### src/rtl/ahbl_apb3_bridge_multi_if.sv
// AHB-Lite slave side and APB3 master side of the bridge, bundled.
// "slave" is the bridge's view; "master" is the surrounding bus/fabric view.
interface ahbl_apb3_bridge_multi_if #(
  parameter int APB_SLOTS   = 16,
  parameter int PADDR_WIDTH = 32
);
  logic                   HSEL;
  logic [31:0]            HADDR;
  logic                   HWRITE;
  logic [1:0]             HTRANS;
  logic [2:0]             HSIZE;
  logic [31:0]            HWDATA;
  logic                   HREADYIN;
  logic                   HREADYOUT;
  logic [31:0]            HRDATA;
  logic                   HRESP;
  logic [APB_SLOTS-1:0]   PSEL;
  logic [PADDR_WIDTH-1:0] PADDR;
  logic                   PWRITE;
  logic                   PENABLE;
  logic [31:0]            PWDATA;
  logic [31:0]            PRDATA;
  logic                   PREADY;
  logic                   PSLVERR;
  logic                   TMO_PULSE;

  modport slave (
    input  HSEL, HADDR, HWRITE, HTRANS, HSIZE, HWDATA, HREADYIN,
    output HREADYOUT, HRDATA, HRESP,
    output PSEL, PADDR, PWRITE, PENABLE, PWDATA,
    input  PRDATA, PREADY, PSLVERR,
    output TMO_PULSE
  );

  modport master (
    output HSEL, HADDR, HWRITE, HTRANS, HSIZE, HWDATA, HREADYIN,
    input  HREADYOUT, HRDATA, HRESP,
    input  PSEL, PADDR, PWRITE, PENABLE, PWDATA,
    output PRDATA, PREADY, PSLVERR,
    input  TMO_PULSE
  );
endinterface

### src/rtl/ahbl_apb3_bridge_multi.sv
// AHB-Lite to APB3 bridge with configurable slot decode, PADDR width and
// optional PREADY timeout. Every output is registered from the next state.
module ahbl_apb3_bridge_multi #(
  parameter int APB_SLOTS   = 16,
  parameter int SLOT_SHIFT  = 8,
  parameter int PADDR_WIDTH = 32,
  parameter int TIMEOUT     = 0
) (
  input logic                      HCLK,
  input logic                      HRESET,
  ahbl_apb3_bridge_multi_if.slave  bus
);

  localparam int CNT_W = (TIMEOUT > 0) ? $clog2(TIMEOUT + 1) : 1;

  typedef enum logic [2:0] {IDLE, LATCH, SETUP, ACCESS, ERR1, ERR2} state_t;

  state_t               state, state_nxt;
  logic [3:0]           slot_q;
  logic [3:0]           slot_in;
  logic [CNT_W-1:0]     cnt;
  logic [APB_SLOTS-1:0] sel_onehot;
  logic                 accept, in_range, tmo_fire, done_ok;
  logic                 unused_bits;

  assign slot_in    = bus.HADDR[SLOT_SHIFT+3:SLOT_SHIFT];
  assign accept     = bus.HSEL & bus.HREADYIN & bus.HTRANS[1];
  assign in_range   = {1'b0, slot_in} < 5'(APB_SLOTS);
  assign sel_onehot = APB_SLOTS'(1) << slot_q;
  // Size is fixed at 32 bits and SEQ/NONSEQ are treated alike.
  assign unused_bits = ^{bus.HSIZE, bus.HTRANS[0], bus.HADDR};

  always_comb begin
    state_nxt = state;
    tmo_fire  = 1'b0;
    done_ok   = 1'b0;
    case (state)
      IDLE:   if (accept) state_nxt = in_range ? LATCH : ERR1;
      LATCH:  state_nxt = SETUP;
      SETUP:  state_nxt = ACCESS;
      ACCESS: begin
        if (bus.PREADY) begin
          if (bus.PSLVERR) state_nxt = ERR1;
          else begin
            state_nxt = IDLE;
            done_ok   = 1'b1;
          end
        end else if (TIMEOUT > 0 && cnt == CNT_W'(TIMEOUT - 1)) begin
          // This stalled cycle is the TIMEOUT-th one; abandon the access.
          state_nxt = ERR1;
          tmo_fire  = 1'b1;
        end
      end
      ERR1:    state_nxt = ERR2;
      ERR2:    state_nxt = IDLE;
      default: state_nxt = IDLE;
    endcase
  end

  always_ff @(posedge HCLK) begin
    if (HRESET) begin
      state         <= IDLE;
      cnt           <= '0;
      slot_q        <= '0;
      bus.HREADYOUT <= 1'b1;
      bus.HRESP     <= 1'b0;
      bus.HRDATA    <= '0;
      bus.PSEL      <= '0;
      bus.PENABLE   <= 1'b0;
      bus.PWRITE    <= 1'b0;
      bus.PADDR     <= '0;
      bus.PWDATA    <= '0;
      bus.TMO_PULSE <= 1'b0;
    end else begin
      state         <= state_nxt;
      bus.HREADYOUT <= (state_nxt == IDLE) || (state_nxt == ERR2);
      bus.HRESP     <= (state_nxt == ERR1) || (state_nxt == ERR2);
      bus.PENABLE   <= (state_nxt == ACCESS);
      bus.PSEL      <= (state_nxt == SETUP || state_nxt == ACCESS) ? sel_onehot : '0;
      bus.TMO_PULSE <= tmo_fire;
      if (state == IDLE && accept) begin
        slot_q     <= slot_in;
        bus.PADDR  <= bus.HADDR[PADDR_WIDTH-1:0];
        bus.PWRITE <= bus.HWRITE;
      end
      // HWDATA belongs to the AHB data phase, i.e. the cycle after acceptance.
      if (state == LATCH) bus.PWDATA <= bus.HWDATA;
      if (done_ok && !bus.PWRITE) bus.HRDATA <= bus.PRDATA;
      if (state_nxt == SETUP) cnt <= '0;
      else if (TIMEOUT > 0 && state == ACCESS && !bus.PREADY) cnt <= cnt + 1'b1;
    end
  end

endmodule

### src/flat_wrapper.sv
// flat-port wrapper written by rule: the top's interface ports become plain ports
module ahbl_apb3_bridge_multi_flat 
#(
  parameter int APB_SLOTS   = 16,
  parameter int SLOT_SHIFT  = 8,
  parameter int PADDR_WIDTH = 32,
  parameter int TIMEOUT     = 0
)
  (HCLK, HRESET, bus_HSEL, bus_HADDR, bus_HWRITE, bus_HTRANS, bus_HSIZE, bus_HWDATA, bus_HREADYIN, bus_HREADYOUT, bus_HRDATA, bus_HRESP, bus_PSEL, bus_PADDR, bus_PWRITE, bus_PENABLE, bus_PWDATA, bus_PRDATA, bus_PREADY, bus_PSLVERR, bus_TMO_PULSE);
  ahbl_apb3_bridge_multi_if #(.APB_SLOTS(APB_SLOTS), .PADDR_WIDTH(PADDR_WIDTH)) bus_i ();
  input logic HCLK;
  input logic HRESET;
  input wire logic [$bits(bus_i.HSEL)-1:0] bus_HSEL;
  input wire logic [$bits(bus_i.HADDR)-1:0] bus_HADDR;
  input wire logic [$bits(bus_i.HWRITE)-1:0] bus_HWRITE;
  input wire logic [$bits(bus_i.HTRANS)-1:0] bus_HTRANS;
  input wire logic [$bits(bus_i.HSIZE)-1:0] bus_HSIZE;
  input wire logic [$bits(bus_i.HWDATA)-1:0] bus_HWDATA;
  input wire logic [$bits(bus_i.HREADYIN)-1:0] bus_HREADYIN;
  output wire logic [$bits(bus_i.HREADYOUT)-1:0] bus_HREADYOUT;
  output wire logic [$bits(bus_i.HRDATA)-1:0] bus_HRDATA;
  output wire logic [$bits(bus_i.HRESP)-1:0] bus_HRESP;
  output wire logic [$bits(bus_i.PSEL)-1:0] bus_PSEL;
  output wire logic [$bits(bus_i.PADDR)-1:0] bus_PADDR;
  output wire logic [$bits(bus_i.PWRITE)-1:0] bus_PWRITE;
  output wire logic [$bits(bus_i.PENABLE)-1:0] bus_PENABLE;
  output wire logic [$bits(bus_i.PWDATA)-1:0] bus_PWDATA;
  input wire logic [$bits(bus_i.PRDATA)-1:0] bus_PRDATA;
  input wire logic [$bits(bus_i.PREADY)-1:0] bus_PREADY;
  input wire logic [$bits(bus_i.PSLVERR)-1:0] bus_PSLVERR;
  output wire logic [$bits(bus_i.TMO_PULSE)-1:0] bus_TMO_PULSE;
  assign bus_i.HSEL = bus_HSEL;
  assign bus_i.HADDR = bus_HADDR;
  assign bus_i.HWRITE = bus_HWRITE;
  assign bus_i.HTRANS = bus_HTRANS;
  assign bus_i.HSIZE = bus_HSIZE;
  assign bus_i.HWDATA = bus_HWDATA;
  assign bus_i.HREADYIN = bus_HREADYIN;
  assign bus_HREADYOUT = bus_i.HREADYOUT;
  assign bus_HRDATA = bus_i.HRDATA;
  assign bus_HRESP = bus_i.HRESP;
  assign bus_PSEL = bus_i.PSEL;
  assign bus_PADDR = bus_i.PADDR;
  assign bus_PWRITE = bus_i.PWRITE;
  assign bus_PENABLE = bus_i.PENABLE;
  assign bus_PWDATA = bus_i.PWDATA;
  assign bus_i.PRDATA = bus_PRDATA;
  assign bus_i.PREADY = bus_PREADY;
  assign bus_i.PSLVERR = bus_PSLVERR;
  assign bus_TMO_PULSE = bus_i.TMO_PULSE;
  ahbl_apb3_bridge_multi #(.APB_SLOTS(APB_SLOTS), .SLOT_SHIFT(SLOT_SHIFT), .PADDR_WIDTH(PADDR_WIDTH), .TIMEOUT(TIMEOUT)) u_core (.HCLK(HCLK), .HRESET(HRESET), .bus(bus_i));
endmodule
### config.mk
export PLATFORM = sky130hd
export DESIGN_NAME = ahbl_apb3_bridge_multi_flat
export DESIGN_NICKNAME = d
export VERILOG_FILES = /design/src/rtl/ahbl_apb3_bridge_multi_if.sv /design/src/rtl/ahbl_apb3_bridge_multi.sv /design/src/flat_wrapper.sv
export SDC_FILE = /design/constraint.sdc
export NUM_CORES = 1
export LEC_CHECK = 0
export BUFFER_PORTS_ARGS = -buffer_cell sky130_fd_sc_hd__buf_2
export CORE_MARGIN = 2
export CORE_UTILIZATION = 45
export DETAILED_ROUTE_END_ITERATION = 12
export HOLD_SLACK_MARGIN = 0.12
export PLACE_DENSITY = 0.85
export SYNTH_ARGS = -nofsm -noshare
export SYNTH_HDL_FRONTEND = slang
export SYNTH_SLANG_ARGS = --single-unit
### constraint.sdc
create_clock -name HCLK -period 1.6 [get_ports HCLK]
set_input_delay 0 -clock HCLK [delete_from_list [all_inputs] [get_ports HCLK]]
set_output_delay 0 -clock HCLK [all_outputs]
set_load 0.1 [all_outputs]
==> impl_metrics.ini <==
[yosys]
synth_mux_area_share_pct = 7.16
synth_cell_types = 30
ys_seq_area_share_pct = 53.2
synth-xor-area-share_pct = 0
ys_seq_elements = 119
synth_cells = 498
synth-simple-area-share_pct = 23.3
synth_top_family_by_area = simple AND/OR/NAND/NOR gates
yosys.area.top_type_share_pct = 53.2
synth_top_cell_by_area = dfxtp_1
synth_adder_area_share_pct = 0
yosys_warnings = 0
postSynthAreaPerCell_sq_um = 8.98
synth.cell_area_sq_um = 4470
synth_fp_nets = 606
synth-compound-area-share_pct = 11.8
synth_area_leaders = dfxtp_1 53%, nand2b_1 9.1%, a21oi_1 7.6%

[critical_path]
r2r_end = u_core.bus.HRDATA[15]$_SDFFE_PP0P_
worst-endpoint-required_ns = 2.03
path_max_fanout = 16
worstSetupPathType = flop to flop
start_kind = flop
rr_startpoint = u_core.state[1]$_SDFF_PP0_
critPathArrivalTime_ns = 1.93
crit_path_end_kind = flop
ff2ff_path_depth = 5
worst-r2r-setup-slack_ns = 0.09

[finish]
layout.nets = 922
stdcell_area_sq_um = 7350
layout.cells.non_filler = 960
drive_gt1_share_pct = 33.7
num_antenna_cells = 0
syn_to_final_growth_pct = 64.3

[run]
drv_cap = 0

[sta]
slew_headroom_pct = 65.4
finalCritPeriodShare_pct = 94.2
rsz0062_at_grt = false
fin_skew_ns = 0.00942
finalSetupViolCount = 0
finalSetupTns_ns = 0
worst_slew_pin_slew_ns = 0.522
period_needed_ns = 1.51
hold_viol = 0
max_freq_mhz = 664
drv_slew = 0
hold_slack_ns = 0.134

[detailed_routing]
dr_total_vias = 4965
wl_per_cell_um = 16.7
first_iter_violations = 395
drcViolationCount = 0
antenna_left = 0
first_pass_iters = 5
drt-vias-per-instance = 5.17
routed_wl_um = 16100

[floorplan]
die_h_um = 104
die-area_sq_um = 10800
initial_core_util_pct = 46.0
io_pins = 225
rows = 36
core_area_sq_um = 9730
dieWidth_um = 104

[power_and_ir_drop]
power_density_nw_per_um2 = 1110
vdd_drop_max_mv = 0.810
p_leak_nw = 3.22

[grt]
antenna_found_initial = 0
overflow = 0
grt_pass1_vias = 5101
grt_first_pass_wirelength_um = 25300
grt_max_degree = 74
track_usage_pct = 29.1

[place]
place_inst = 821
dpl_cell_area_sq_um = 5680
io_buffers = 219
dp_hpwl_um = 8320
gp_congestion = 0.766

[min_path]
hold_path.class = input port to flop
min_from = bus_HTRANS[1]
hold_depth = 4
min_to = u_core.slot_q[2]$_SDFFE_PP0P_

[clocking]
cts_buffers = 17
insertion_delay_ns = 0.50
cts_tree = built
path_clk_slew_ns = 0.06
cts_buffer_depth = 2
htree_levels = 4
root_buffer = clkbuf_8
clock_sinks = 119

[status]
status = finished clean
==> synth_stat cells <==
cell      instances
a21oi_1          68
a22oi_1           1
and3_1            1
and4b_1           1
buf_2             6
buf_4             1
buf_6             3
clkbuf_1         32
conb_1            1
dfxtp_1         119
inv_1             2
mux2i_1          32
nand2_1          69
nand2b_1         65
nand3_1          33
nand3_2           1
nand4_1           1
nand4b_1          2
nor2_1            3
nor2b_1           1
nor3_1           12
nor3b_2           1
nor4_1            4
nor4_4            1
o211ai_1          1
o21a_1            1
o21ai_0          33
or2_1             1
or3b_1            1
or3b_2            1
==> registers in the layout (all words and copies together) (netlist names) <==
| register | flops |
|---|---|
| u_core.bus.PWDATA | 32 |
| u_core.bus.PADDR | 29 |
| u_core.slot_q | 3 |
| u_core.state | 3 |
| u_core.bus.HREADYOUT | 1 |
| u_core.bus.PENABLE | 1 |
| u_core.bus.PSEL | 16 |
| u_core.bus.HRESP | 1 |
| u_core.bus.PWRITE | 1 |
| u_core.bus.HRDATA | 32 |
==> report_power, final <==
| group | switching [mW] | leakage (nW) | internal [mW] |
|---|---|---|---|
| sequential | 0.0490 | 0.965 | 3.04 |
| clock | 1.40 | 0.289 | 2.32 |
| combinational | 0.903 | 1.97 | 0.429 |
| total | 2.35 | 3.22 | 5.79 |
==> logic make-up (layout without fill, tap and decap cells) <==
| family | after synthesis | in the layout |
|---|---|---|
| flip-flops | 119 | 119 |
| buffers and inverters | 44 | 373 |
| multiplexers | 32 | 32 |
| AO/OA/AOI/OAI | 104 | 104 |
| other | 1 | 1 |
| AND/OR/NAND/NOR | 198 | 198 |
==> per-stage QoR <==
| stage | setup WS, ns | util [%] | power [mW] |
|---|---|---|---|
| after CTS | 0.0699 | 74.9 | 8.12 |
| final | 0.0930 | 75.5 | 8.13 |
| after global placement | 0.188 | 58.4 | 4.21 |
| after floorplan | 0.0722 | - | 3.95 |
| after detailed placement | 0.0756 | 58.4 | 4.24 |
| after global routing | 0.0161 | 75.5 | 8.38 |
==> metal layers <==
layer | global-route usage [%] | wire length, um
met4 | 15.6 | 719
met3 | 9.06 | 1170
met1 | 30.8 | 6070
met2 | 51.7 | 8100
met5 | 0 | 0
==> final cells by class <==
cell class                 count  area [sq um]
sequential                   119          2390
tap                          133           166
clock buffer                  19           442
clock inverter                13           144
timing repair buffer         339          2300
fill                         627          2380
inverter                       2          7.51
multi-input combinational    335          1900
==> worst max-delay path, stage by stage (launching register included) <==
cell and delay [ns]:
dfxtp_2 0.40, nand3_2 0.17, nor4_4 0.22, buf_4 0.18, buf_6 0.23, mux2i_1 0.23
==> worst max-delay path by stage <==
stage | start | endpoint | cells after the start | slack [ns]
floorplan | u_core.slot_q[0]$_SDFFE_PP0P_ | u_core.bus.PSEL[11]$_SDFF_PP0_ | 2 | 0.07
global placement | u_core.state[2]$_SDFF_PP0_ | u_core.bus.PWDATA[24]$_SDFFE_PP0P_ | 5 | 0.19
detailed placement | u_core.state[1]$_SDFF_PP0_ | u_core.bus.HRDATA[24]$_SDFFE_PP0P_ | 4 | 0.08
CTS | u_core.state[1]$_SDFF_PP0_ | u_core.bus.HRDATA[9]$_SDFFE_PP0P_ | 4 | 0.07
global route | u_core.state[1]$_SDFF_PP0_ | u_core.bus.HRDATA[3]$_SDFFE_PP0P_ | 5 | 0.02
finish | u_core.state[1]$_SDFF_PP0_ | u_core.bus.HRDATA[15]$_SDFFE_PP0P_ | 5 | 0.09
==> what timing repair did <==
| item | 4_1_cts | 5_1_grt |
|---|---|---|
| setup buffers | 0 | 1 |
| hold buffers | 102 | 2 |
| setup endpoints to repair | 0 | 26 |
| gates resized for setup | 0 | 4 |
| hold endpoints to repair | 103 | 2 |
==> placed cells by master, fill, tap and decap left out, drive strengths merged, types with 2 or more instances in the layout <==
cell type      n
a21oi         68
buf          234
bufinv         2
clkbuf        20
clkinv         6
dfxtp        119
dlygate4sd3  104
inv            6
mux2i         32
nand2         69
nand2b        65
nand3         34
nand4b         2
nor2           3
nor3          12
nor4           5
o21ai         33
or3b           2
(Power assumes the default switching activity.)
